File: src/rtl/burst_rr_arbiter.sv
// Round-robin arbiter granting one serial output channel to a requester for BURST_LEN beats.
// Optional macro BURST_TIMEOUT_EN adds a stall timeout that aborts a stuck burst.
module burst_rr_arbiter #(
    parameter int DATA_WIDTH     = 32,
    parameter int NUM_REQ        = 4,
    parameter int BURST_LEN      = 2,
    parameter int TIMEOUT_CYCLES = 16
) (
    input  logic                       clk,
    input  logic                       rst_n,
    input  logic [NUM_REQ-1:0]         req_valid,
    input  logic [DATA_WIDTH-1:0]      req_data [0:NUM_REQ-1],
    output logic [NUM_REQ-1:0]         req_ready,
    output logic [DATA_WIDTH-1:0]      out_data,
    output logic                       out_valid,
    input  logic                       out_ready,
    output logic [$clog2(NUM_REQ)-1:0] grant_id,
    output logic                       busy,
    output logic                       burst_abort
);

    localparam int GW = $clog2(NUM_REQ);
    localparam int CW = $clog2(BURST_LEN + 1);
    localparam logic [CW-1:0] LAST_BEAT = CW'(BURST_LEN - 1);

    typedef enum logic {
        IDLE  = 1'b0,
        BURST = 1'b1
    } state_t;

    if (NUM_REQ < 2 || BURST_LEN < 1 || TIMEOUT_CYCLES < 1) begin : g_bad_params
        $error("burst_rr_arbiter: invalid parameter values");
    end

    state_t        state;
    logic [GW-1:0] ptr;
    logic [CW-1:0] beat_cnt;
    logic          xfer;
    logic          final_beat;
    logic          timeout_hit;

    // First requester strictly after p in circular order; p itself is checked last.
    function automatic logic [GW-1:0] pick(input logic [GW-1:0] p, input logic [NUM_REQ-1:0] v);
        logic [GW-1:0] w;
        logic          found;
        int            idx;
        w     = p;
        found = 1'b0;
        for (int i = 1; i <= NUM_REQ; i++) begin
            idx = (int'(p) + i) % NUM_REQ;
            if (!found && v[idx]) begin
                w     = GW'(idx);
                found = 1'b1;
            end
        end
        return w;
    endfunction

    assign busy       = (state == BURST);
    assign xfer       = busy && out_valid && out_ready;
    assign final_beat = xfer && (beat_cnt == LAST_BEAT);

    // Pure pass-through of the granted requester while a burst is open.
    always_comb begin
        req_ready = '0;
        out_valid = 1'b0;
        out_data  = '0;
        if (busy) begin
            out_valid           = req_valid[grant_id];
            out_data            = req_data[grant_id];
            req_ready[grant_id] = out_ready;
        end
    end

`ifdef BURST_TIMEOUT_EN
    localparam int TW = $clog2(TIMEOUT_CYCLES + 1);
    logic [TW-1:0] stall_cnt;

    assign timeout_hit = busy && !req_valid[grant_id] && (stall_cnt == TW'(TIMEOUT_CYCLES - 1));
    assign burst_abort = timeout_hit;

    // Only source-side stalls count; consumer backpressure breaks the run.
    always_ff @(posedge clk or negedge rst_n) begin
        if (!rst_n) begin
            stall_cnt <= '0;
        end else if (busy && !req_valid[grant_id] && !timeout_hit) begin
            stall_cnt <= stall_cnt + 1'b1;
        end else begin
            stall_cnt <= '0;
        end
    end
`else
    assign timeout_hit = 1'b0;
    assign burst_abort = 1'b0;
`endif

    always_ff @(posedge clk or negedge rst_n) begin
        if (!rst_n) begin
            state    <= IDLE;
            grant_id <= '0;
            beat_cnt <= '0;
            ptr      <= GW'(NUM_REQ - 1);
        end else begin
            case (state)
                IDLE: begin
                    if (|req_valid) begin
                        grant_id <= pick(ptr, req_valid);
                        beat_cnt <= '0;
                        state    <= BURST;
                    end
                end
                BURST: begin
                    if (final_beat) begin
                        // Re-arbitrate with the finishing grantee as lowest priority.
                        ptr      <= grant_id;
                        beat_cnt <= '0;
                        if (|req_valid) begin
                            grant_id <= pick(grant_id, req_valid);
                        end else begin
                            state <= IDLE;
                        end
                    end else if (xfer) begin
                        beat_cnt <= beat_cnt + 1'b1;
                    end else if (timeout_hit) begin
                        ptr      <= grant_id;
                        beat_cnt <= '0;
                        state    <= IDLE;
                    end
                end
                default: state <= IDLE;
            endcase
        end
    end

endmodule

File: config.mk
export PLATFORM = sky130hd
export DESIGN_NAME = burst_rr_arbiter
export DESIGN_NICKNAME = d
export VERILOG_FILES = /design/src/rtl/burst_rr_arbiter.sv
export SDC_FILE = /design/constraint.sdc
export NUM_CORES = 1
export LEC_CHECK = 0
export BUFFER_PORTS_ARGS = -buffer_cell sky130_fd_sc_hd__buf_4
export CAP_MARGIN = 30
export CORE_MARGIN = 10
export CORE_UTILIZATION = 33
export DETAILED_ROUTE_END_ITERATION = 6
export HOLD_SLACK_MARGIN = 0.08
export PLACE_DENSITY = 0.79
export SLEW_MARGIN = 20
export SYNTH_ARGS = -nofsm -noshare
export SYNTH_HDL_FRONTEND = slang
export SYNTH_SLANG_ARGS = --single-unit
export TNS_END_PERCENT = 5
File: constraint.sdc
create_clock -name clk -period 2.2 [get_ports clk]
set_input_delay 0.11 -clock clk [delete_from_list [all_inputs] [get_ports clk]]
set_output_delay 0.11 -clock clk [all_outputs]
set_load 0.01 [all_outputs]
==> impl_metrics.py <==
metrics = {
    "logic_synthesis": {
        "yosys_warnings": 0,
        "syn-num-nets": 303,
        "synth_cell_type_count": 43,
        "async_reset_ff_frac": 1.000,
        "syn_area_um2": 1727,
        "synth_edf_count": 0,
        "ys_seq_area_frac": 0.1029,
        "synth_ff_type": "dfrtp_1",
        "yosys.area.top_type": "mux4_2",
        "netlist_instances": 164,
        "synth_area_per_cell_um2": 10.53,
        "synth-seq-cells": 7,
        "ys_top_cells_by_area": "mux4_2 (43%), and2_1 (12%), dfrtp_1 (7.2%)",
        "synth_top_area_share": 0.4304,
    },
    "drt": {
        "vias": 2097,
        "postRouteAntennaNets": 0,
        "drc": 0,
        "wl_met3_um": 587,
        "avgRoutedWirePerCell_um": 21.25,
        "drtIter0Drc": 54,
        "drt_wl_total_um": 8522,
        "routed.top_layer": "met4",
        "wl_met1_um": 3225,
        "routed-wl-met2_um": 4655,
        "dr.pass1.iters": 4,
        "routed_via_density": 5.229,
    },
    "global_routing": {
        "grt_pass1_wl_um": 12720,
        "grt.total_usage": 0.1864,
        "overflow": 0,
        "antenna_found_initial": 0,
        "grt_pass1_vias": 2179,
        "grt_max_degree": 26,
    },
    "clocking": {
        "clock-sinks": 7,
        "root_buffer": "clkbuf_8",
        "clk_pin_slew_ns": 0.05,
        "cts_resized": 0,
        "numCtsBuffers": 3,
        "clock_latency_ns": 0.24,
        "cts_tree": "done",
        "hold_buffers": 1,
        "h-tree-depth": 1,
        "cts_setup_buffers": 0,
        "cts_buffer_depth": 2,
    },
    "sta": {
        "post-route-period-util": 0.9121,
        "drv_slew": 0,
        "rsz0062_at_grt": "false",
        "max_freq_mhz": 498.4,
        "setup_viol": 0,
        "setup_tns_ns": 0,
        "max_slew_margin": 0.6457,
        "worst_pin_slew_ns": 0.5240,
        "skew_ns": 0.005867,
        "hold_violations": 0,
        "period_needed_ns": 2.007,
    },
    "die": {
        "ios": 176,
        "floorplan.initialDensity": 0.3402,
        "core-area_um2": 5075,
        "dieArea_um2": 8526,
        "die_h_um": 92.34,
        "row_count": 26,
        "die_x_um": 92.34,
    },
    "critical_path": {
        "crit_top_cell": "buf_4",
        "ff2ff_path_depth": 5,
        "cp_cell_sequence": "buf_4, mux4_2, and2_1, buf_4",
        "timing.rr.start": "grant_id[1]$_DFFE_PN0P_",
        "crit_path_top_delay_cell": "mux4_2",
        "path_class": "register to primary output",
        "endpoint": "out_data[12]",
        "cp_data_required_time_ns": 2.09,
        "reg2reg_to": "grant_id[0]$_DFFE_PN0P_",
        "slowest_delay_ns": 0.57,
        "start_kind": "register",
        "regToRegSetupSlack_ns": 0.28,
        "worstPathMaxFanout": 22,
        "crit_start": "grant_id[0]$_DFFE_PN0P_",
        "worstPathArrival_ns": 1.90,
        "cp-end-kind": "primary output",
    },
    "flow_run": {
        "maxCapViolations": 0,
    },
    "power": {
        "p_total_mw": 2.630,
        "vdd_ir_drop_max_uv": 538.8,
        "powerDensity_nw_per_um2": 837.9,
        "p_leak_nw": 1.486,
    },
    "worst_hold_path": {
        "hp-class": "input port to register",
    },
    "placement": {
        "dpl.hpwl_um": 7301,
        "place.port_buffers": 174,
        "place_area_um2": 3084,
        "routabilityCongestion": 0.8533,
    },
    "cells_and_area": {
        "stdcell_area_um2": 3139,
        "syn_to_final_growth_pct": 81.81,
        "layout_commonest_cell": "buf_4",
        "layout_common_cells": "buf_4 (180), mux4_2 (33), and2_1 (33)",
        "antenna_cells": 0,
        "layout.nets": 471,
        "drive_gt1_frac": 0.6767,
        "post-route-util": 0.6186,
    },
    "run_status": {
        "outcome": "complete, no violations",
    },
}
## how the worst min path moves through the flow
stage | startpoint | end | depth (start not counted)
floorplan | rst_n | beat_cnt[0]$_DFFE_PN0P_ | 0
global placement | rst_n | grant_id[1]$_DFFE_PN0P_ | 1
detailed placement | rst_n | beat_cnt[1]$_DFFE_PN0P_ | 1
CTS | req_valid[3] | busy$_DFF_PN0_ | 3
global route | req_valid[3] | busy$_DFF_PN0_ | 3
finish | req_valid[3] | busy$_DFF_PN0_ | 3
## per-layer routing
metal	GRT usage	up-vias
li1	-	975
met1	0.2139	1012
met2	0.3529	105
met3	0.04116	5
met4	0.02057	0
met5	0	-
## flip-flops by register name, indices dropped and copies added (netlist names)
register,cells
beat_cnt,2
grant_id,2
ptr,2
busy,1
## cells in the mapped netlist, drive strengths merged, types with 2 or more instances
cell type and number:
mux2i 4, buf 7, nor4 2, nor4b 2, nand2b 5, and3 5
mux4 33, clkbuf 11, nand2 9, dfrtp 5, nor2 2, o311a 2
o21ai 5, ha 4, dfstp 2, inv 5, and2 33, a21oi 3
nand4 2, nor2b 3, nor3b 2
## worst max-delay path, delay by kind of cell (launching register included)
kind / cells / cell delay, ns
mux: 1 / 0.57
flops: 1 / 0.41
buf+inv: 2 / 0.50
simple gates: 1 / 0.17
## layout make-up
class | instances | area, um2
clock buffer | 4 | 45.04
inverter | 5 | 18.77
fill | 453 | 1936
timing repair buffer | 181 | 1361
sequential | 7 | 180.2
tap | 70 | 87.58
multi-input combinational | 134 | 1446
## through the flow
step	cells	setup WS, ns	hold WS, ns
floorplan	164	0.01048	-0.1856
global placement	396	0.3751	-0.07335
detailed placement	396	0.3177	-0.06698
CTS	401	0.1627	0.1888
global route	401	0.09013	0.2260
finish	401	0.1934	0.1917
## cell families after synthesis
family	Yosys count	share of synthesized area
xor gates and xnor gates	1	0.005073
buffers and inverters	23	0.05942
other	1	0.002172
AOI/OAI and AO/OA	20	0.08117
DFF	7	0.1029
and+or+nand+nor	70	0.2601
muxes	38	0.4601
adders and majority gates	4	0.02899
## power breakdown
part / switching [mW] / internal (mW) / total (mW)
clock network: 0.0653 / 0.126 / 0.192
registers: 0.0507 / 0.185 / 0.236
logic: 0.938 / 1.26 / 2.20
total: 1.05 / 1.58 / 2.63
No activity file was read; power rests on OpenSTA's default activity.
